File: src/rtl/mant_alu_pkg.sv
// Shared opcode constants, FSM state type and result flag bundle for the
// mantissa ALU pipeline.
package mant_alu_pkg;

  localparam logic [3:0] OP_AND    = 4'b0000;
  localparam logic [3:0] OP_OR     = 4'b0001;
  localparam logic [3:0] OP_ADD    = 4'b0010;
  localparam logic [3:0] OP_SUB    = 4'b0110;
  localparam logic [3:0] OP_PASSB  = 4'b0111;
  localparam logic [3:0] OP_PASSBM = 4'b1000;
  localparam logic [3:0] OP_SHR    = 4'b1001;

  typedef enum logic {
    IDLE  = 1'b0,
    SHIFT = 1'b1
  } state_t;

  typedef struct packed {
    logic zero;
    logic carry;
    logic overflow;
    logic sticky;
  } flags_t;

endpackage

File: src/rtl/mant_alu_core.sv
// Combinational single-cycle datapath: logic ops, add/sub with carry and
// signed overflow, pass/negate of B. Unknown codes (and SHR, which the
// pipeline handles itself) produce zero.
module mant_alu_core
  import mant_alu_pkg::*;
#(
  parameter int WIDTH = 23
) (
  input  logic [WIDTH-1:0] a,
  input  logic [WIDTH-1:0] b,
  input  logic [3:0]       op,
  output logic [WIDTH-1:0] w,
  output logic             carry,
  output logic             overflow,
  output logic             zero
);

  // Zero-extended so bit WIDTH is the carry-out (ADD) or the borrow (SUB).
  logic [WIDTH:0] sum;
  logic [WIDTH:0] diff;

  assign sum  = {1'b0, a} + {1'b0, b};
  assign diff = {1'b0, a} - {1'b0, b};

  // Result and arithmetic flags selected by opcode.
  always_comb begin
    w        = '0;
    carry    = 1'b0;
    overflow = 1'b0;
    case (op)
      OP_AND:    w = a & b;
      OP_OR:     w = a | b;
      OP_ADD: begin
        w        = sum[WIDTH-1:0];
        carry    = sum[WIDTH];
        overflow = (a[WIDTH-1] == b[WIDTH-1]) && (sum[WIDTH-1] != a[WIDTH-1]);
      end
      OP_SUB: begin
        w        = diff[WIDTH-1:0];
        carry    = diff[WIDTH];
        overflow = (a[WIDTH-1] != b[WIDTH-1]) && (diff[WIDTH-1] != a[WIDTH-1]);
      end
      OP_PASSB:  w = b;
      OP_PASSBM: w = '0 - b;
      default:   w = '0;
    endcase
  end

  assign zero = (w == '0);

endmodule

File: src/rtl/mant_alu_pipe.sv
// Handshaked mantissa ALU: single-cycle ops complete on the accepting edge,
// SHR shifts one bit per cycle with a sticky accumulator. One output
// register with valid/ready back-pressure.
module mant_alu_pipe
  import mant_alu_pkg::*;
#(
  parameter int WIDTH = 23,
  parameter int SHW   = $clog2(WIDTH + 1)
) (
  input  logic             Clk,
  input  logic             Rst_n,
  input  logic             InValid,
  output logic             InReady,
  input  logic [WIDTH-1:0] BusA,
  input  logic [WIDTH-1:0] BusB,
  input  logic [3:0]       ALUCtrl,
  output logic             OutValid,
  input  logic             OutReady,
  output logic [WIDTH-1:0] BusW,
  output logic             Zero,
  output logic             Carry,
  output logic             Overflow,
  output logic             Sticky
);

  localparam logic [WIDTH-1:0] W_LIMIT = WIDTH'(WIDTH);
  localparam logic [SHW-1:0]   K_MAX   = SHW'(WIDTH);
  localparam logic [SHW-1:0]   K_ONE   = SHW'(1);

  state_t           state_reg, state_next;
  logic [SHW-1:0]   cnt_reg, cnt_next;
  logic [WIDTH-1:0] work_reg, work_next;
  logic             stk_reg, stk_next;
  logic             out_valid_reg, out_valid_next;
  logic [WIDTH-1:0] busw_reg, busw_next;
  flags_t           flags_reg, flags_next;

  logic [WIDTH-1:0] core_w;
  logic             core_carry, core_overflow, core_zero;
  logic [SHW-1:0]   shamt;
  logic [WIDTH-1:0] shifted;
  logic             out_block, accept, is_shr;

  mant_alu_core #(.WIDTH(WIDTH)) u_core (
    .a        (BusA),
    .b        (BusB),
    .op       (ALUCtrl),
    .w        (core_w),
    .carry    (core_carry),
    .overflow (core_overflow),
    .zero     (core_zero)
  );

  // Any B at or above WIDTH saturates, so every bit of A is shifted out.
  assign shamt     = (BusB >= W_LIMIT) ? K_MAX : BusB[SHW-1:0];
  assign shifted   = {1'b0, work_reg[WIDTH-1:1]};
  assign out_block = out_valid_reg && !OutReady;
  assign InReady   = (state_reg == IDLE) && !out_block;
  assign accept    = InValid && InReady;
  assign is_shr    = (ALUCtrl == OP_SHR);

  // Next-state, shifter and output-register update.
  always_comb begin
    state_next     = state_reg;
    cnt_next       = cnt_reg;
    work_next      = work_reg;
    stk_next       = stk_reg;
    busw_next      = busw_reg;
    flags_next     = flags_reg;
    out_valid_next = out_block;
    case (state_reg)
      IDLE: begin
        if (accept) begin
          if (is_shr && (shamt != '0)) begin
            state_next = SHIFT;
            cnt_next   = shamt;
            work_next  = BusA;
            stk_next   = 1'b0;
          end else begin
            out_valid_next = 1'b1;
            flags_next     = '0;
            if (is_shr) begin
              busw_next       = BusA;
              flags_next.zero = (BusA == '0);
            end else begin
              busw_next           = core_w;
              flags_next.zero     = core_zero;
              flags_next.carry    = core_carry;
              flags_next.overflow = core_overflow;
            end
          end
        end
      end
      SHIFT: begin
        // Only the final shift writes the output register, so only it waits.
        if ((cnt_reg != K_ONE) || !out_block) begin
          work_next = shifted;
          stk_next  = stk_reg | work_reg[0];
          cnt_next  = cnt_reg - K_ONE;
          if (cnt_reg == K_ONE) begin
            state_next      = IDLE;
            out_valid_next  = 1'b1;
            busw_next       = shifted;
            flags_next      = '0;
            flags_next.zero = (shifted == '0);
            flags_next.sticky = stk_reg | work_reg[0];
          end
        end
      end
    endcase
  end

  // State and result registers; reset abandons any shift in progress.
  always_ff @(posedge Clk or negedge Rst_n) begin
    if (!Rst_n) begin
      state_reg     <= IDLE;
      cnt_reg       <= '0;
      work_reg      <= '0;
      stk_reg       <= 1'b0;
      out_valid_reg <= 1'b0;
      busw_reg      <= '0;
      flags_reg     <= '0;
    end else begin
      state_reg     <= state_next;
      cnt_reg       <= cnt_next;
      work_reg      <= work_next;
      stk_reg       <= stk_next;
      out_valid_reg <= out_valid_next;
      busw_reg      <= busw_next;
      flags_reg     <= flags_next;
    end
  end

  assign OutValid = out_valid_reg;
  assign BusW     = busw_reg;
  assign Zero     = flags_reg.zero;
  assign Carry    = flags_reg.carry;
  assign Overflow = flags_reg.overflow;
  assign Sticky   = flags_reg.sticky;

endmodule

File: config.mk
export PLATFORM = sky130hd
export DESIGN_NAME = mant_alu_pipe
export DESIGN_NICKNAME = d
export VERILOG_FILES = /design/src/rtl/mant_alu_pkg.sv /design/src/rtl/mant_alu_core.sv /design/src/rtl/mant_alu_pipe.sv
export SDC_FILE = /design/constraint.sdc
export NUM_CORES = 1
export LEC_CHECK = 0
export ABC_CLOCK_PERIOD_IN_PS = 2450
export CAP_MARGIN = 10
export CORE_UTILIZATION = 53
export DETAILED_ROUTE_END_ITERATION = 12
export GPL_TIMING_DRIVEN = 0
export PLACE_DENSITY_LB_ADDON = 0.05
export SYNTH_ARGS = -nofsm -noshare
export SYNTH_HDL_FRONTEND = slang
export SYNTH_SLANG_ARGS = --single-unit
File: constraint.sdc
create_clock -name Clk -period 2.45 [get_ports Clk]
set_clock_uncertainty 0.15 [all_clocks]
set_input_delay 0.6125 -clock Clk [delete_from_list [all_inputs] [get_ports Clk]]
set_output_delay 0.6125 -clock Clk [all_outputs]
set_load 0.01 [all_outputs]
# After elaboration in Yosys (flattened, before gate mapping)
# Cells that the tools add are included.
# classes
addsub,4
n_mul,0
n_div,0
order_cmp,1
eq_ne,17
shifts,0
n_mux,39
bitwise,4
reduce_logical,16
# op_table
op,count
$mux 23,8
$pmux 23 s6,1
$pmux 23 s2,2
$logic_not 23->1,3
$add 23x23->24,1
$sub 23x23->24,1
$and 23x23->23,1
$ge 23x5->1 const B,1
$or 23x23->23,1
$sub 1x23->23 const A,1
$mux 5,4
$mux 4,4
$mux 1,12
$pmux 1 s2,5
$pmux 5 s2,1
$eq 4x3->1 const B,2
$eq 4x4->1 const B,2
$pmux 4 s2,1
$logic_and 1x1->1,6
$ne 2x1->1 const B,3
$eq 5x1->1 const B,1
$ne 5x1->1 const B,1
$reduce_bool 5->1,1
$sub 5x1->5 const B,1
other kinds (13),17
# word_totals
ff_bits,58
latchBits,0
mem_bits_rw,0
rom_bits,0
in_bits,54
out_inout_bits,29
word_cells,91
n_memories,0

# Longest topological paths before layout
# depth
word_depth,8
ltp_mapped,14
depth_no_buf,13

# Cells and area by module
# From an unflattened synthesis, not the netlist that was laid out.
# unflattened
cells_unflattened,1014
hier_area_um2,8186.6
# modules_own_cells
mod,n_inst,cells_each,area_per_inst_um2,seq_area_each_um2
mant_alu_core,1,690,4810.9,0.0
mant_alu_pipe,1,324,3375.7,1451.4

# Worst setup path after synthesis
# OpenSTA, ideal clock, no wires.
# synth_timing
path_type,input -> register
from,input port BusB[2]
to,"register flags_reg, in the netlist Zero"
setup_ps,66
arrival_time_ps,3792
required_time_ps,2234
slack_ps,-1558
stages,12
path_buffers,2
path_cell_list,buf_6 > or4_1 > buf_2 > or4_4 > nor4_1 > xnor2_1 > o21ai_0 > a2111oi_0 > a32oi_1 > or4_1 > nor4_1 > a41o_1
# synth_between
elab_chain_len,7
word_cells_on_any_way,17
cone_classes,3 x add/sub; 1 x order compare; 1 x eq/ne; 6 x mux; 2 x bitwise; 4 x reduce/logical
# synth_rtl
element,line,text
"start, declared",mant_alu_pipe.sv:15,"input logic [WIDTH-1:0] BusB,"
"$sub 1x23->23, or another cell as far along",mant_alu_core.sv:44,OP_PASSBM: w = '0 - b;
$pmux 23 s6,mant_alu_core.sv:30,case (op)
$logic_not 23->1,mant_alu_core.sv:49,assign zero = (w == '0);
$mux 1,mant_alu_pipe.sv:82,if (is_shr) begin
$mux 4,mant_alu_pipe.sv:74,if (is_shr && (shamt != '0)) begin
$mux 4,mant_alu_pipe.sv:73,if (accept) begin
$pmux 4 s2,mant_alu_pipe.sv:71,case (state_reg)
"end signal, assigned",mant_alu_pipe.sv:130,flags_reg <= flags_next;
"end, declared",mant_alu_pipe.sv:36,"flags_t flags_reg, flags_next;"
# Parallel ways exist; a longest one is shown, timed or not. The select of a mux whose other input is x is not followed.
# A chain may end at the register's enable or synchronous reset.

# Worst setup path in the final report
# Ends and elaborated chain as after synthesis.

==> metrics.csv <==
metric,value,unit
status,"complete, but fails checks",
failing checks,negative setup slack,
initial DRC count,1235,
Post-synth top flop,dfrtp_1,
Clock Pin Slew Worst Setup and Hold Paths,0.06,ns
asr flop ratio synth,1.00,
CTS Hold Bufs,0,
Routed Antenna Nets,0,
Leak,4.55,nW
Synth area leaders,"dfrtp_1, ha_1, a21oi_1",
Port Buf Inserts,81,
Final Max Tran Viols,0,
drt pass-1 iters,6,
core box area,13800,µm²
number of buffers created by CTS,9,
Critical Path Source Type,input pin,
placed cell area,8670,µm²
syn nets,1151,
Seq cells post-synth,58,
n_diodes,0,
final instance area,10800,µm²
starting density of the core,0.540,
CTS sink cnt,58,
Post-synth EDFFs,0,
Setup crit end kind,flop,
largest net degree at the start of global routing,37,
final wirelength,32200,µm
# fillers,974,
WL met2,14400,µm
Root Driver,clkbuf_16,
routed vias,9243,
Max transition margin,0.272,
minimum clock period,3.64,ns
Commonest cells post-synth,"nor2_1, inv_1, ha_1, a21oi_1, nand2_1",
CP Data Required Time,2.57,ns
Synth Instances,1014,
DIE HEIGHT,121,µm
CTS Buffer Depth,2,
CTS tree,built,
Top Layer Used,met4,
fin worst setup slack,-1.19,ns
FP Rows,43,
Worst Max-Slew Pin Slew,1.08,ns
Syn Area/Cell,7.37,µm²
Die Wd,121,µm
vias in the first global route,8734,
FMAX,0.275,GHz
final hold violation count,0,
nets,1287,
Detailed Place HPWL,21800,µm
Layout Utilization,0.778,
global-route wire length before repair,49300,µm
worst vdd ir,0.000464,V
H-tree depth,3,
distinct cell type count of the synthesized netlist,81,
sequential cell area,1450,µm²
RSZ-0062 raised after global routing,true,
most frequent cell after synthesis,nor2_1,
"Cell Area, Synth",7470,µm²
Multi-input gate area,6710,µm²
Ys Warns,0,
WL met1,12300,µm
Congestion Overflow GR,0,
critical path arrival,3.76,ns
Post-route DRC,0,
Met3 Wirelength,3680,µm
worst skew pair latency,0.33,ns
gpl congestion,1.00,
GR Util All Layers,0.441,
final setup vio count,58,
Wirelength per Cell,24.2,µm
routed vias/inst,6.93,
post-route clock period utilization,1.49,
critical-path maximum fanout,5,
die area,14600,µm²
area grow syn2layout,43.9,%
IO Count,83,
layout cells sized above 1,0.304,
worst hold path class,input pin to async pin,
power per standard cell area,721,nW/µm²
post-synth top area cell,dfrtp_1,
Synth top area share,0.194,
worst setup path class,input pin to flop,
register area share after synthesis,0.194,
initial antenna violation count,0,
max-cap violations,0,
Sum Neg Setup Slack,-45.54,ns
## final timing paths
kind	start	endpoint	slack, ns	cells past startpoint
hold / removal	Rst_n	cnt_reg[4]$_DFFE_PN0P_	0.12	1
hold reg to reg	BusW[1]$_DFFE_PN0P_	BusW[1]$_DFFE_PN0P_	0.34	2
min in group Clk	BusW[1]$_DFFE_PN0P_	BusW[1]$_DFFE_PN0P_	0.34	2
setup / recovery	BusB[2]	Zero$_DFFE_PN0P_	-1.19	12
max in group asynchronous	Rst_n	work_reg[18]$_DFFE_PN0P_	1.45	2
setup reg to reg	cnt_reg[1]$_DFFE_PN0P_	Zero$_DFFE_PN0P_	-1.07	11
## report_power, final
part / internal, W / leakage [nW] / switching, W
combinational: 0.00211 / 3.73 / 0.00260
clock: 0.000752 / 0.137 / 0.000434
sequential: 0.00142 / 0.680 / 0.000433
total: 0.00428 / 4.55 / 0.00347
## final cells by class
type | instances | area share
clock buffers | 12 | 0.0248
repair buffers | 138 | 0.120
well taps | 180 | 0.0209
flip-flops and latches | 58 | 0.135
multi-input cells | 805 | 0.624
inverters | 87 | 0.0316
clock inverters | 2 | 0.00116
plain buffers | 51 | 0.0433
## through the flow
step	std cells	worst slack [ns]	power [W]	hold WS [ns]
2_1_floorplan	1014	-1.36	0.00373	0.167
3_3_place_gp	1275	-2.84	0.00499	0.311
3_5_place_dp	1276	-2.78	0.00505	0.316
4_1_cts	1331	-1.14	0.00730	0.139
5_1_grt	1333	-1.32	0.00805	0.157
6_report	1333	-1.19	0.00775	0.118
## cell families (layout without fill, tap and decap cells)
| kind of cell | count (synthesis) | in the layout | share of synthesized area |
|---|---|---|---|
| AOI/OAI and AO/OA | 334 | 334 | 0.292 |
| xor gates and xnor gates | 14 | 14 | 0.0164 |
| adders and majority gates | 83 | 83 | 0.141 |
| buffers and inverters | 151 | 290 | 0.0772 |
| DFF | 58 | 58 | 0.194 |
| muxes | 42 | 42 | 0.0568 |
| and+or+nand+nor | 332 | 332 | 0.222 |
## layer usage
metal  up-vias  GRT usage
li1       4002          -
met1      4371      0.573
met2       708      0.707
met3       162     0.0693
met4         0      0.228
met5         -          0
## layout by cell type (no fill, tap or decap), drive strengths merged, types with 5 or more instances in the layout
cell type / netlist / layout
a2111oi: 9 / 9
a211oi: 21 / 21
a21boi: 5 / 5
a21o: 17 / 17
a21oi: 81 / 81
a221oi: 8 / 8
a31oi: 17 / 17
and3: 10 / 10
buf: 7 / 86
clkbuf: 57 / 59
clkdlybuf4s15: 0 / 11
clkdlybuf4s50: 0 / 39
dfrtp: 58 / 58
dlygate4sd2: 0 / 6
ha: 81 / 81
inv: 86 / 85
mux2i: 39 / 39
nand2: 79 / 79
nand2b: 12 / 12
nand3: 26 / 26
nand4: 9 / 9
nor2: 91 / 91
nor2b: 10 / 10
nor3: 29 / 29
nor4: 24 / 24
o211ai: 9 / 9
o21ai: 81 / 81
o21bai: 6 / 6
o221ai: 5 / 5
o22ai: 8 / 8
o311ai: 5 / 5
o31ai: 14 / 14
or3: 6 / 6
or4: 11 / 11
xnor2: 12 / 12
## worst max-delay path, cell delays in order
cell	delay [ns]
buf_6	0.10
buf_6	0.12
or4_4	0.53
or4_4	0.62
nor4_4	0.25
xnor2_2	0.17
o21ai_1	0.10
a2111oi_2	0.26
a32oi_2	0.22
or4_4	0.46
nor4_2	0.14
a41o_1	0.19
## what timing repair did
item,CTS,global route
setup endpoints to repair,59,59
resized for setup,456,75
endpoints found under the hold margin,0,0
setup buffers,55,8
pin swaps,78,26
cloned,4,0
Note: power is estimated with default switching activity, not from simulation.
